==> config.mk <==
export PLATFORM = sky130hd
export DESIGN_NAME = cpu_core
export DESIGN_NICKNAME = d
export VERILOG_FILES = /design/src/rtl/cpu_core.sv
export SDC_FILE = /design/constraint.sdc
export NUM_CORES = 1
export LEC_CHECK = 0
export BUFFER_PORTS_ARGS = -buffer_cell sky130_fd_sc_hd__buf_2
export CAP_MARGIN = 0
export CORE_ASPECT_RATIO = 0.9
export CORE_MARGIN = 2
export CORE_UTILIZATION = 40
export CTS_CLUSTER_DIAMETER = 50
export CTS_CLUSTER_SIZE = 20
export DETAILED_ROUTE_END_ITERATION = 8
export PLACE_DENSITY_LB_ADDON = 0.3
export SKIP_LAST_GASP = 1
export SLEW_MARGIN = 0
export SYNTH_ARGS = -nofsm -noshare
export SYNTH_HDL_FRONTEND = slang
export SYNTH_SLANG_ARGS = --single-unit
==> constraint.sdc <==
create_clock -name clk -period 3 [get_ports clk]
set_clock_uncertainty 0.1 [all_clocks]
set_input_delay 0.15 -clock clk [delete_from_list [all_inputs] [get_ports clk]]
set_output_delay 0.15 -clock clk [all_outputs]
set_load 0.01 [all_outputs]
==> src/rtl/cpu_core.sv <==
// Five-step accumulator CPU: single-bus datapath, on-chip RAM with a
// synchronous read port, and a program-load port usable while in reset or halted.
module cpu_core #(
   parameter int DATA_W = 8,
   parameter int ADDR_W = 4
) (
   input  logic              clk,
   input  logic              rst,
   input  logic              step_en,
   input  logic              prog_we,
   input  logic [ADDR_W-1:0] prog_addr,
   input  logic [DATA_W-1:0] prog_data,
   output logic [DATA_W-1:0] out_value,
   output logic              out_valid,
   output logic              halted,
   output logic [DATA_W-1:0] bus_dbg,
   output logic              carry_flag,
   output logic              zero_flag
);

   localparam int DEPTH = 2 ** ADDR_W;

   localparam logic [3:0] OP_LDA = 4'h1;
   localparam logic [3:0] OP_ADD = 4'h2;
   localparam logic [3:0] OP_SUB = 4'h3;
   localparam logic [3:0] OP_STA = 4'h4;
   localparam logic [3:0] OP_LDI = 4'h5;
   localparam logic [3:0] OP_JMP = 4'h6;
   localparam logic [3:0] OP_JC  = 4'h7;
   localparam logic [3:0] OP_JZ  = 4'h8;
   localparam logic [3:0] OP_OUT = 4'hE;
   localparam logic [3:0] OP_HLT = 4'hF;

   typedef enum logic [2:0] {T0, T1, T2, T3, T4} step_t;

   step_t             step, step_next;
   logic [ADDR_W-1:0] pc, mar, rd_addr;
   logic [DATA_W-1:0] a, b, ir, out_reg, ram_q, bus;
   logic              carry, zero;
   logic [DATA_W-1:0] ram [DEPTH];

   logic [3:0]        opcode;
   logic [DATA_W-1:0] opr_ext, pc_ext;
   logic [DATA_W:0]   alu_sum;
   logic              advance;
   logic load_mar, load_ir, inc_pc, load_pc, load_a, load_b, load_out;
   logic load_flags, core_we, halt_set;

   assign opcode  = ir[DATA_W-1 -: 4];
   assign opr_ext = {{(DATA_W-ADDR_W){1'b0}}, ir[ADDR_W-1:0]};
   assign pc_ext  = {{(DATA_W-ADDR_W){1'b0}}, pc};
   assign advance = step_en && !halted && !rst;

   // Subtraction goes through the same adder as A + ~B + 1, so carry means "no borrow".
   always_comb begin
      if (opcode == OP_SUB)
         alu_sum = {1'b0, a} + {1'b0, ~b} + (DATA_W+1)'(1);
      else
         alu_sum = {1'b0, a} + {1'b0, b};
   end

   always_ff @(posedge clk) begin
      if (rst)
         step <= T0;
      else
         step <= step_next;
   end

   always_comb begin
      step_next = step;
      if (advance) begin
         case (step)
            T0:      step_next = T1;
            T1:      step_next = T2;
            T2:      step_next = T3;
            T3:      step_next = T4;
            default: step_next = T0;
         endcase
      end
   end

   // Control decode: exactly one bus source per step, selected by step and opcode.
   always_comb begin
      bus        = '0;
      load_mar   = 1'b0;
      load_ir    = 1'b0;
      inc_pc     = 1'b0;
      load_pc    = 1'b0;
      load_a     = 1'b0;
      load_b     = 1'b0;
      load_out   = 1'b0;
      load_flags = 1'b0;
      core_we    = 1'b0;
      halt_set   = 1'b0;
      if (!halted) begin
         case (step)
            T0: begin bus = pc_ext; load_mar = 1'b1; end
            T1: begin bus = ram_q; load_ir = 1'b1; inc_pc = 1'b1; end
            T2: begin
               case (opcode)
                  OP_LDA, OP_ADD, OP_SUB, OP_STA: begin bus = opr_ext; load_mar = 1'b1; end
                  OP_LDI: begin bus = opr_ext; load_a = 1'b1; end
                  OP_JMP: begin bus = opr_ext; load_pc = 1'b1; end
                  OP_JC:  if (carry) begin bus = opr_ext; load_pc = 1'b1; end
                  OP_JZ:  if (zero) begin bus = opr_ext; load_pc = 1'b1; end
                  OP_OUT: begin bus = a; load_out = 1'b1; end
                  OP_HLT: halt_set = 1'b1;
                  default: ;
               endcase
            end
            T3: begin
               case (opcode)
                  OP_LDA:         begin bus = ram_q; load_a = 1'b1; end
                  OP_ADD, OP_SUB: begin bus = ram_q; load_b = 1'b1; end
                  OP_STA:         begin bus = a; core_we = 1'b1; end
                  default: ;
               endcase
            end
            T4: begin
               if (opcode == OP_ADD || opcode == OP_SUB) begin
                  bus        = alu_sum[DATA_W-1:0];
                  load_a     = 1'b1;
                  load_flags = 1'b1;
               end
            end
            default: ;
         endcase
      end
   end

   // The RAM read address follows the MAR value being written, so data is ready one step later.
   assign rd_addr = load_mar ? bus[ADDR_W-1:0] : mar;

   always_ff @(posedge clk) begin
      if (rst) begin
         pc      <= '0;
         mar     <= '0;
         a       <= '0;
         b       <= '0;
         ir      <= '0;
         out_reg <= '0;
         ram_q   <= '0;
         carry   <= 1'b0;
         zero    <= 1'b0;
         halted  <= 1'b0;
      end else if (advance) begin
         ram_q <= ram[rd_addr];
         if (load_mar)   mar     <= bus[ADDR_W-1:0];
         if (load_ir)    ir      <= bus;
         if (inc_pc)     pc      <= pc + ADDR_W'(1);
         if (load_pc)    pc      <= bus[ADDR_W-1:0];
         if (load_a)     a       <= bus;
         if (load_b)     b       <= bus;
         if (load_out)   out_reg <= bus;
         if (load_flags) begin
            carry <= alu_sum[DATA_W];
            zero  <= (alu_sum[DATA_W-1:0] == '0);
         end
         if (halt_set)   halted  <= 1'b1;
      end
   end

   // Core stores take priority; program loads are only honoured in reset or halt.
   always_ff @(posedge clk) begin
      if (core_we && advance)
         ram[mar] <= a;
      else if (prog_we && (rst || halted))
         ram[prog_addr] <= prog_data;
   end

   assign out_value  = out_reg;
   assign out_valid  = advance && load_out;
   assign bus_dbg    = bus;
   assign carry_flag = carry;
   assign zero_flag  = zero;

endmodule

==> tab_implementation.tex, run 1 <==
\begin{tabular}{lr}
\hline
Metric & Value \\
\hline
\multicolumn{2}{l}{\textbf{Timing}} \\
Final critical path time including I/O delays and setup & $\sim$3300 ps \\
Worst hold margin & 198 ps \\
Setup TNS after final layout & -976 ps \\
Final worst-path cycle share & 109\% \\
Setup violation total in the final timing report & 6 \\
Setup WS post-layout & -285 ps \\
Setup repair after global routing missed its margin & yes \\
Worst rel slew slack & approximately a third \\
Transition at the pin with the smallest max-transition slack & between 900 and 1000 ps \\
Achievable clock frequency & $\sim$300 MHz \\
Final count of pins violating max slew & 0 \\
Hold Vio Cnt, Final & 0 \\
\multicolumn{2}{l}{\textbf{Outcome}} \\
Failing checks & setup timing \\
Status & finished, violations left \\
\multicolumn{2}{l}{\textbf{Floorplan}} \\
Die span in y & approximately 140 µm \\
Die width & 158 µm \\
Initial Utilization & roughly two fifths \\
Core footprint & 20800 µm² \\
Count of pins on the block boundary & 36 \\
Rows & 50 \\
Die footprint & between 20000 and 25000 µm² \\
\multicolumn{2}{l}{\textbf{Routing}} \\
Number of detailed-routing iterations run before antenna repair & 5 \\
Count of vias placed by the detailed router & 6581 \\
Avg WL per Cell & about 21 µm \\
Post-DRT Antenna Nets & 0 \\
Post-DR vias/cell & between 5 and 6 \\
Detailed router's first-iteration violation count & 586 \\
Remaining design rule violation count & 0 \\
Total wirelength of the detailed-routed design & 24.2 mm \\
\multicolumn{2}{l}{\textbf{Power and ir drop}} \\
Internal portion of total power & 0.00429 W \\
Worst voltage drop across the vdd grid & a little under 0.0004 V \\
PwrDens & roughly 570 nW/µm² \\
Clock power share & between 40\% and 50\% \\
Combinational power share & between 10 and 15\% \\
Reported net switching power & between 0.0015 and 0.002 W \\
Switching part of the total & between 20\% and 30\% \\
Sequential cell fraction of total power & about 46\% \\
Static leakage power & between 3 and 4 nW \\
\multicolumn{2}{l}{\textbf{Finish}} \\
Number of nets at the end of the flow & approximately 900 \\
Core utilization of the finished layout & 50.7\% \\
Number of antenna diodes & 0 \\
Fraction of layout cells with a size suffix above 1 & $\sim$28\% \\
Cell area after layout & about 11000 µm² \\
Area growth from synthesis to layout & 23.9\% \\
\multicolumn{2}{l}{\textbf{Yosys}} \\
Post-synth design cell area & $\sim$8500 µm² \\
Count of synthesis-stage warnings from yosys & 0 \\
Most area-consuming cells after synthesis & sky130\_fd\_sc\_hd\_\_edfxtp\_1, sky130\_fd\_sc\_hd\_\_dfxtp\_1, sky130\_fd\_sc\_hd\_\_nand2\_1 \\
Syn nets & about 800 \\
Post-synth ARST share & 0\% \\
Area leader, netlist & sky130\_fd\_sc\_hd\_\_edfxtp\_1 \\
Mean Syn Cell Area & around 11 µm² \\
Post-synthesis instance total & around 750 \\
Most used DFF post-synth & sky130\_fd\_sc\_hd\_\_edfxtp\_1 \\
Post-synthesis cell type count & approximately 70 \\
Number of enable-type register cells in the synthesized netlist & around 130 \\
Sequential share of the synthesized area & $\sim$58\% \\
Fraction of synthesized cell area taken by the top area cell type & 45.1\% \\
Flop and latch count out of synthesis & 182 \\
\multicolumn{2}{l}{\textbf{Global routing}} \\
Initial antenna violation count & 0 \\
GRT overflow & 0 \\
Wire length of the first global-routing pass & roughly 37 mm \\
All-layer global routing usage & $\sim$22\% \\
Via count of the first global-routing pass & $\sim$6400 \\
Maximum number of pins on one net before global-route repair & 46 \\
\multicolumn{2}{l}{\textbf{Placed design}} \\
Gp weighted congestion & just under 0.9 \\
Placed standard-cell area & around 9600 µm² \\
DPL Wire Length & $\sim$16 mm \\
Quantity of I/O buffers inserted on ports & 35 \\
\multicolumn{2}{l}{\textbf{Worst setup path}} \\
Required time of the critical path & $\sim$2800 ps \\
Most prevalent standard cell on the critical path & sky130\_fd\_sc\_hd\_\_a21oi\_2 \\
Critical path peak fanout & 3 \\
Critical path startpoint category & flip-flop \\
Critical path's slowest cell & sky130\_fd\_sc\_hd\_\_fa\_2 \\
Worst Setup Path Type & flip-flop to output pin \\
CP arrival & 3030 ps \\
Worst r2r path cells & 10 \\
Setup crit end kind & output pin \\
Cell breakdown of the critical path & ha\_1, fa\_2, nor2b\_1, o21a\_1, nor2\_1, o21bai\_1, a21oi\_2, a21oi\_2, xnor2\_2, a222oi\_1, buf\_4, nor2\_4, buf\_6 \\
Longest individual stage delay on the worst path & around 350 ps \\
\multicolumn{2}{l}{\textbf{Clocking}} \\
Maximum clock insertion buffer count & 2 \\
Latest clock arrival within the worst-skew pair & between 400 and 500 ps \\
Clock-pin slew on the worst setup and hold paths & about 90 ps \\
Clock tree from TritonCTS & built \\
Number of levels in the clock H-tree & 4 \\
CTS sink count & approximately 180 \\
Number of buffers added by the clock tree synthesis step & 17 \\
CTS Root Cell & sky130\_fd\_sc\_hd\_\_clkbuf\_16 \\
\multicolumn{2}{l}{\textbf{Worst hold path}} \\
Min-delay worst type & input pin to flip-flop \\
Number of cells on the worst hold path & 3 \\
\multicolumn{2}{l}{\textbf{Run}} \\
Max Cap Violations & 0 \\
\hline
\end{tabular}
[what timing repair did]
item | in CTS | in global routing
hold buffers | 1 | 0
setup endpoints to repair | 14 | 23
gates resized for setup | 41 | 19
buffers inserted | 9 | 7
pin swaps | 20 | 16
hold endpoints to repair | 1 | 0
[logic make-up (layout without fill, tap and decap cells)]
| group | Yosys count | after routing | synth area share (%) |
|---|---|---|---|
| compound gates | 175 | 175 | 14.0 |
| xor+xnor | 6 | 6 | 0.617 |
| mux | 32 | 32 | 6.28 |
| fa+ha+maj | 19 | 19 | 2.97 |
| flops | 182 | 182 | 57.8 |
| simple gates | 269 | 269 | 14.9 |
| buf+inv | 62 | 192 | 3.38 |
[through the flow]
step                total power, W  setup slack [ps]  std cells
global route               0.00627              -449       1161
detailed placement         0.00363              -476       1115
global placement           0.00361              -420       1115
finish                     0.00606              -285       1161
CTS                        0.00607              -225       1157
floorplan                  0.00332              10.2        745
[layout make-up]
type	count	area (µm²)
Timing Repair Buffer	138	1010
Fill cell	1837	10300
Multi-Input combinational cell	501	3520
Clock buffer	17	425
Clock inverter	15	235
Tap cell	286	358
Sequential cell	182	4930
Inverter	22	82.6
[metal layers]
metal | vias up | track usage, % | part of all wire (%)
met5 | - | 0 | 0
met4 | 0 | 7.51 | 2.2
met3 | 32 | 5.05 | 6.4
met2 | 234 | 32.9 | 46
met1 | 3301 | 31.7 | 46
li1 | 3014 | - | -
[worst paths after layout]
check | start | endpoint | slack [ps]
worst max-delay path | a[0] | bus_dbg[6] | -280
worst min-delay path | rst | halted | 200
worst max register to register | b[0] | ram_q[6] | 0
worst min register to register | out_value[1] | out_value[1] | 360
[critical path, delay by kind of cell, from the launching register on]
kind / cells / cell delay, ps
compound gates: 5 / 910
fa+ha+maj: 2 / 580
flops: 1 / 340
buf+inv: 2 / 330
simple gates: 3 / 280
xor+xnor: 1 / 150
[sequential cells by signal, summed over array words and instances (netlist names), 3 cells and up]
register	count
ram_q	8
ir	8
step	3
mar	4
pc	4
out_value	8
b	8
a	8
ram	128
[synth_stat cells (all sizes together), types with 3 or more instances]
library cell / instances
o22ai: 3
a211oi: 19
a21boi: 6
clkbuf: 21
a221oi: 7
or2: 4
and3: 7
ha: 17
a31oi: 12
nand2: 104
nor2: 69
a21oi: 48
o211ai: 3
nand3b: 3
mux4: 17
o21a: 8
buf: 19
mux2i: 13
nor2b: 13
nand3: 27
dfxtp: 54
xnor2: 4
nor3: 8
nor3b: 6
a32oi: 10
a21o: 3
nand4b: 5
edfxtp: 128
a22oi: 12
and2: 5
a32o: 4
or3: 3
o21ai: 25
o21bai: 5
inv: 22
[placed cells by master (no fill, tap or decap), drive strengths merged, types with 4 or more instances in the layout]
cell and n:
buf 137, edfxtp 128, nand2 104, nor2 69
dfxtp 54, a21oi 48, inv 34, nand3 27
o21ai 25, a211oi 19, mux4 17, clkbuf 17
ha 17, nor2b 13, mux2i 13, a31oi 12
a22oi 12, a32oi 10, nor3 8, o21a 8
and3 7, a221oi 7, nor3b 6, a21boi 6
o21bai 5, nand4b 5, and2 5, a32o 4
or2 4, xnor2 4
[power groups by stage]
stage	sequential, W	clock [W]	combinational, W
after floorplan	0.00279	0	0.000530
after global placement	0.00281	0	0.000800
after detailed placement	0.00281	0	0.000811
after CTS	0.00276	0.00248	0.000839
after global routing	0.00276	0.00260	0.000917
final	0.00276	0.00245	0.000854
Power figures use the tool's default switching activity.
==> run 2: changes to the inputs <==
--- a/config.mk
+++ b/config.mk
@@ -14,6 +14,7 @@
 export CTS_CLUSTER_SIZE = 20
 export DETAILED_ROUTE_END_ITERATION = 8
 export PLACE_DENSITY_LB_ADDON = 0.3
+export REMOVE_ABC_BUFFERS = 1
 export SKIP_LAST_GASP = 1
 export SLEW_MARGIN = 0
 export SYNTH_ARGS = -nofsm -noshare
==> tab_implementation.tex, run 2 (synthesis results as in run 1) <==
\begin{tabular}{lr}
\hline
Metric & Value \\
\hline
\multicolumn{2}{l}{\textbf{Timing}} \\
Setup violation total in the final timing report & 10 (was 6) \\
Transition at the pin with the smallest max-transition slack & 1030 ps (was 983 ps) \\
Setup WS post-layout & -213 ps (was -285 ps) \\
Achievable clock frequency & 311 MHz (was 304 MHz) \\
Final count of pins violating max slew & 0 (unchanged) \\
Final critical path time including I/O delays and setup & 3210 ps (was 3280 ps) \\
Final worst-path cycle share & 107\% (was 109\%) \\
Setup repair after global routing missed its margin & yes (unchanged) \\
Hold Vio Cnt, Final & 0 (unchanged) \\
Worst rel slew slack & 31.3\% (was 34.2\%) \\
Setup TNS after final layout & -728 ps (was -976 ps) \\
\multicolumn{2}{l}{\textbf{Routing}} \\
Post-DRT Antenna Nets & 0 (unchanged) \\
Total wirelength of the detailed-routed design & 24.6 mm (was 24.2 mm) \\
Number of detailed-routing iterations run before antenna repair & 5 (unchanged) \\
Count of vias placed by the detailed router & 6588 (was 6581) \\
Post-DR vias/cell & 5.69 (was 5.67) \\
Detailed router's first-iteration violation count & 665 (was 586) \\
Remaining design rule violation count & 0 (unchanged) \\
Avg WL per Cell & 21.3 µm (was 20.8 µm) \\
\multicolumn{2}{l}{\textbf{Clocking}} \\
Clock-pin slew on the worst setup and hold paths & 80 ps (was 90 ps) \\
CTS sink count & 182 (unchanged) \\
Number of buffers added by the clock tree synthesis step & 17 (unchanged) \\
Maximum clock insertion buffer count & 2 (unchanged) \\
Latest clock arrival within the worst-skew pair & 450 ps (was 440 ps) \\
Clock tree from TritonCTS & built (unchanged) \\
Number of levels in the clock H-tree & 4 (unchanged) \\
CTS Root Cell & sky130\_fd\_sc\_hd\_\_clkbuf\_16 (unchanged) \\
\multicolumn{2}{l}{\textbf{Finish}} \\
Max reg flops & 128 (unchanged) \\
Number of antenna diodes & 0 (unchanged) \\
Commonest non-fill, non-tap cell in the layout & sky130\_fd\_sc\_hd\_\_edfxtp\_1 (unchanged) \\
Number of nets at the end of the flow & 894 (was 897) \\
Cell area after layout & 10700 µm² (was 10600 µm²) \\
Largest register by flop count & ram (unchanged) \\
Fraction of layout cells with a size suffix above 1 & 30.0\% (was 28.5\%) \\
Total of fill cells in the finished design & 1800 (was 1837) \\
Leading cell types in the layout, fill and taps excluded & sky130\_fd\_sc\_hd\_\_edfxtp\_1, sky130\_fd\_sc\_hd\_\_nand2\_1, sky130\_fd\_sc\_hd\_\_buf\_4 (unchanged) \\
Area growth from synthesis to layout & 25.1\% (was 23.9\%) \\
\multicolumn{2}{l}{\textbf{Outcome}} \\
Status & finished, violations left (unchanged) \\
Failing checks & setup timing (unchanged) \\
\multicolumn{2}{l}{\textbf{Worst setup path}} \\
Longest individual stage delay on the worst path & 370 ps (was 350 ps) \\
Setup crit end kind & output pin (unchanged) \\
Worst Setup Path Type & flip-flop to output pin (unchanged) \\
Largest delay share family, worst path & compound AO/OA/AOI/OAI gates (unchanged) \\
Critical path startpoint category & flip-flop (unchanged) \\
Required time of the critical path & 2750 ps (about the same) \\
Critical path peak fanout & 3 (unchanged) \\
CP arrival & 2960 ps (was 3030 ps) \\
Number of buffers and inverters on the critical path & 2 (unchanged) \\
Critical path's slowest cell & sky130\_fd\_sc\_hd\_\_dfxtp\_4 (was sky130\_fd\_sc\_hd\_\_fa\_2) \\
Cell breakdown of the critical path & ha\_4, fa\_2, nor2b\_1, o21a\_1, nor2\_1, o21bai\_1, a21oi\_2, a21oi\_2, xnor2\_2, a222oi\_1, buf\_4, nor2\_1, buf\_2 (was ha\_1, fa\_2, nor2b\_1, o21a\_1, nor2\_1, o21bai\_1, a21oi\_2, a21oi\_2, xnor2\_2, a222oi\_1, buf\_4, nor2\_4, buf\_6) \\
\multicolumn{2}{l}{\textbf{Floorplan}} \\
Die width & 158 µm (unchanged) \\
Count of pins on the block boundary & 36 (unchanged) \\
Die footprint & 22500 µm² (unchanged) \\
Rows & 50 (unchanged) \\
Die span in y & 142 µm (unchanged) \\
Core footprint & 20800 µm² (unchanged) \\
Initial Utilization & 40.9\% (unchanged) \\
\multicolumn{2}{l}{\textbf{Placed design}} \\
Placed standard-cell area & 9520 µm² (was 9580 µm²) \\
DPL Wire Length & 16.1 mm (was 16.5 mm) \\
Quantity of I/O buffers inserted on ports & 35 (unchanged) \\
Gp weighted congestion & 0.927 (was 0.877) \\
\multicolumn{2}{l}{\textbf{Power and ir drop}} \\
Static leakage power & 3.85 nW (was 3.86 nW) \\
PwrDens & 566 nW/µm² (was 574 nW/µm²) \\
Total power & 0.00603 W (was 0.00606 W) \\
Worst voltage drop across the vdd grid & 0.000347 V (was 0.000386 V) \\
\multicolumn{2}{l}{\textbf{Global routing}} \\
Maximum number of pins on one net before global-route repair & 46 (unchanged) \\
All-layer global routing usage & 22.1\% (about the same) \\
Initial antenna violation count & 0 (unchanged) \\
Via count of the first global-routing pass & 6119 (was 6369) \\
GRT overflow & 0 (unchanged) \\
Wire length of the first global-routing pass & 36.5 mm (was 36.8 mm) \\
\multicolumn{2}{l}{\textbf{Run}} \\
Max Cap Violations & 0 (unchanged) \\
\multicolumn{2}{l}{\textbf{Worst hold path}} \\
Min-delay worst type & input pin to flip-flop (unchanged) \\
\hline
\end{tabular}
-- run 2: layout make-up --
type / instances / area [µm²] / area share, %
multi-input combinational: 501 / 3580 / 33.6
clock buffer: 17 / 425 / 3.99
sequential: 182 / 4940 / 46.4
tap: 286 / 358 / 3.36
clock inverter: 15 / 206 / 1.94
timing repair buffer: 135 / 1050 / 9.90
inverter: 22 / 85.1 / 0.798
-- run 2: stage by stage --
stage                     cells  util, %  worst slack, ps  hold slack (ps)
after floorplan             705        -             -476              119
after global placement     1108     45.7             -188              338
after detailed placement   1108     45.7             -230              346
after CTS                  1149     49.9             -189              196
after global routing       1158     51.1             -357              232
final                      1158     51.1             -213              215
-- run 2: where the power goes --
part	switching, W	total, W	internal, W
clock	0.00118	0.00234	0.00116
sequential	0.0000483	0.00276	0.00271
combinational	0.000517	0.000927	0.000409
-- run 2: per-layer routing --
layer | track usage, % | part of all wire [%] | vias to the layer above
li1 | - | - | 3014
met1 | 32.4 | 45 | 3255
met2 | 33.5 | 46 | 277
met3 | 3.23 | 6.7 | 42
met4 | 7.42 | 2.4 | 0
met5 | 0 | 0 | -
-- run 2: worst reg2reg max path, delay by kind of cell (launching register included) --
family | cells | cell delay (ps)
AO/OA/AOI/OAI | 3 | 770
adder cells (fa/ha/maj) | 2 | 590
buffers and inverters | 3 | 250
flip-flops | 1 | 380
multiplexers | 1 | 300
AND/OR/NAND/NOR | 4 | 570
-- run 2: final timing paths --
| kind | endpoint | from | cells past startpoint | slack, ps |
|---|---|---|---|---|
| worst max-delay path | bus_dbg[6] | b[0] | 13 | -210 |
| worst min-delay path | ram[9][0] | prog_data[0] | 4 | 210 |
| worst max register to register | ram_q[3] | a[0] | 13 | -90 |
| worst min register to register | out_value[4] | out_value[4] | 2 | 360 |
-- run 2: repair_timing --
item                                   CTS  global route
cloned                                   1             4
pin swaps                               23            28
endpoints found under the hold margin    1             0
resized for setup                       45            34
setup buffers                            7             5
setup endpoints to repair               13            28
hold buffers                             1             0
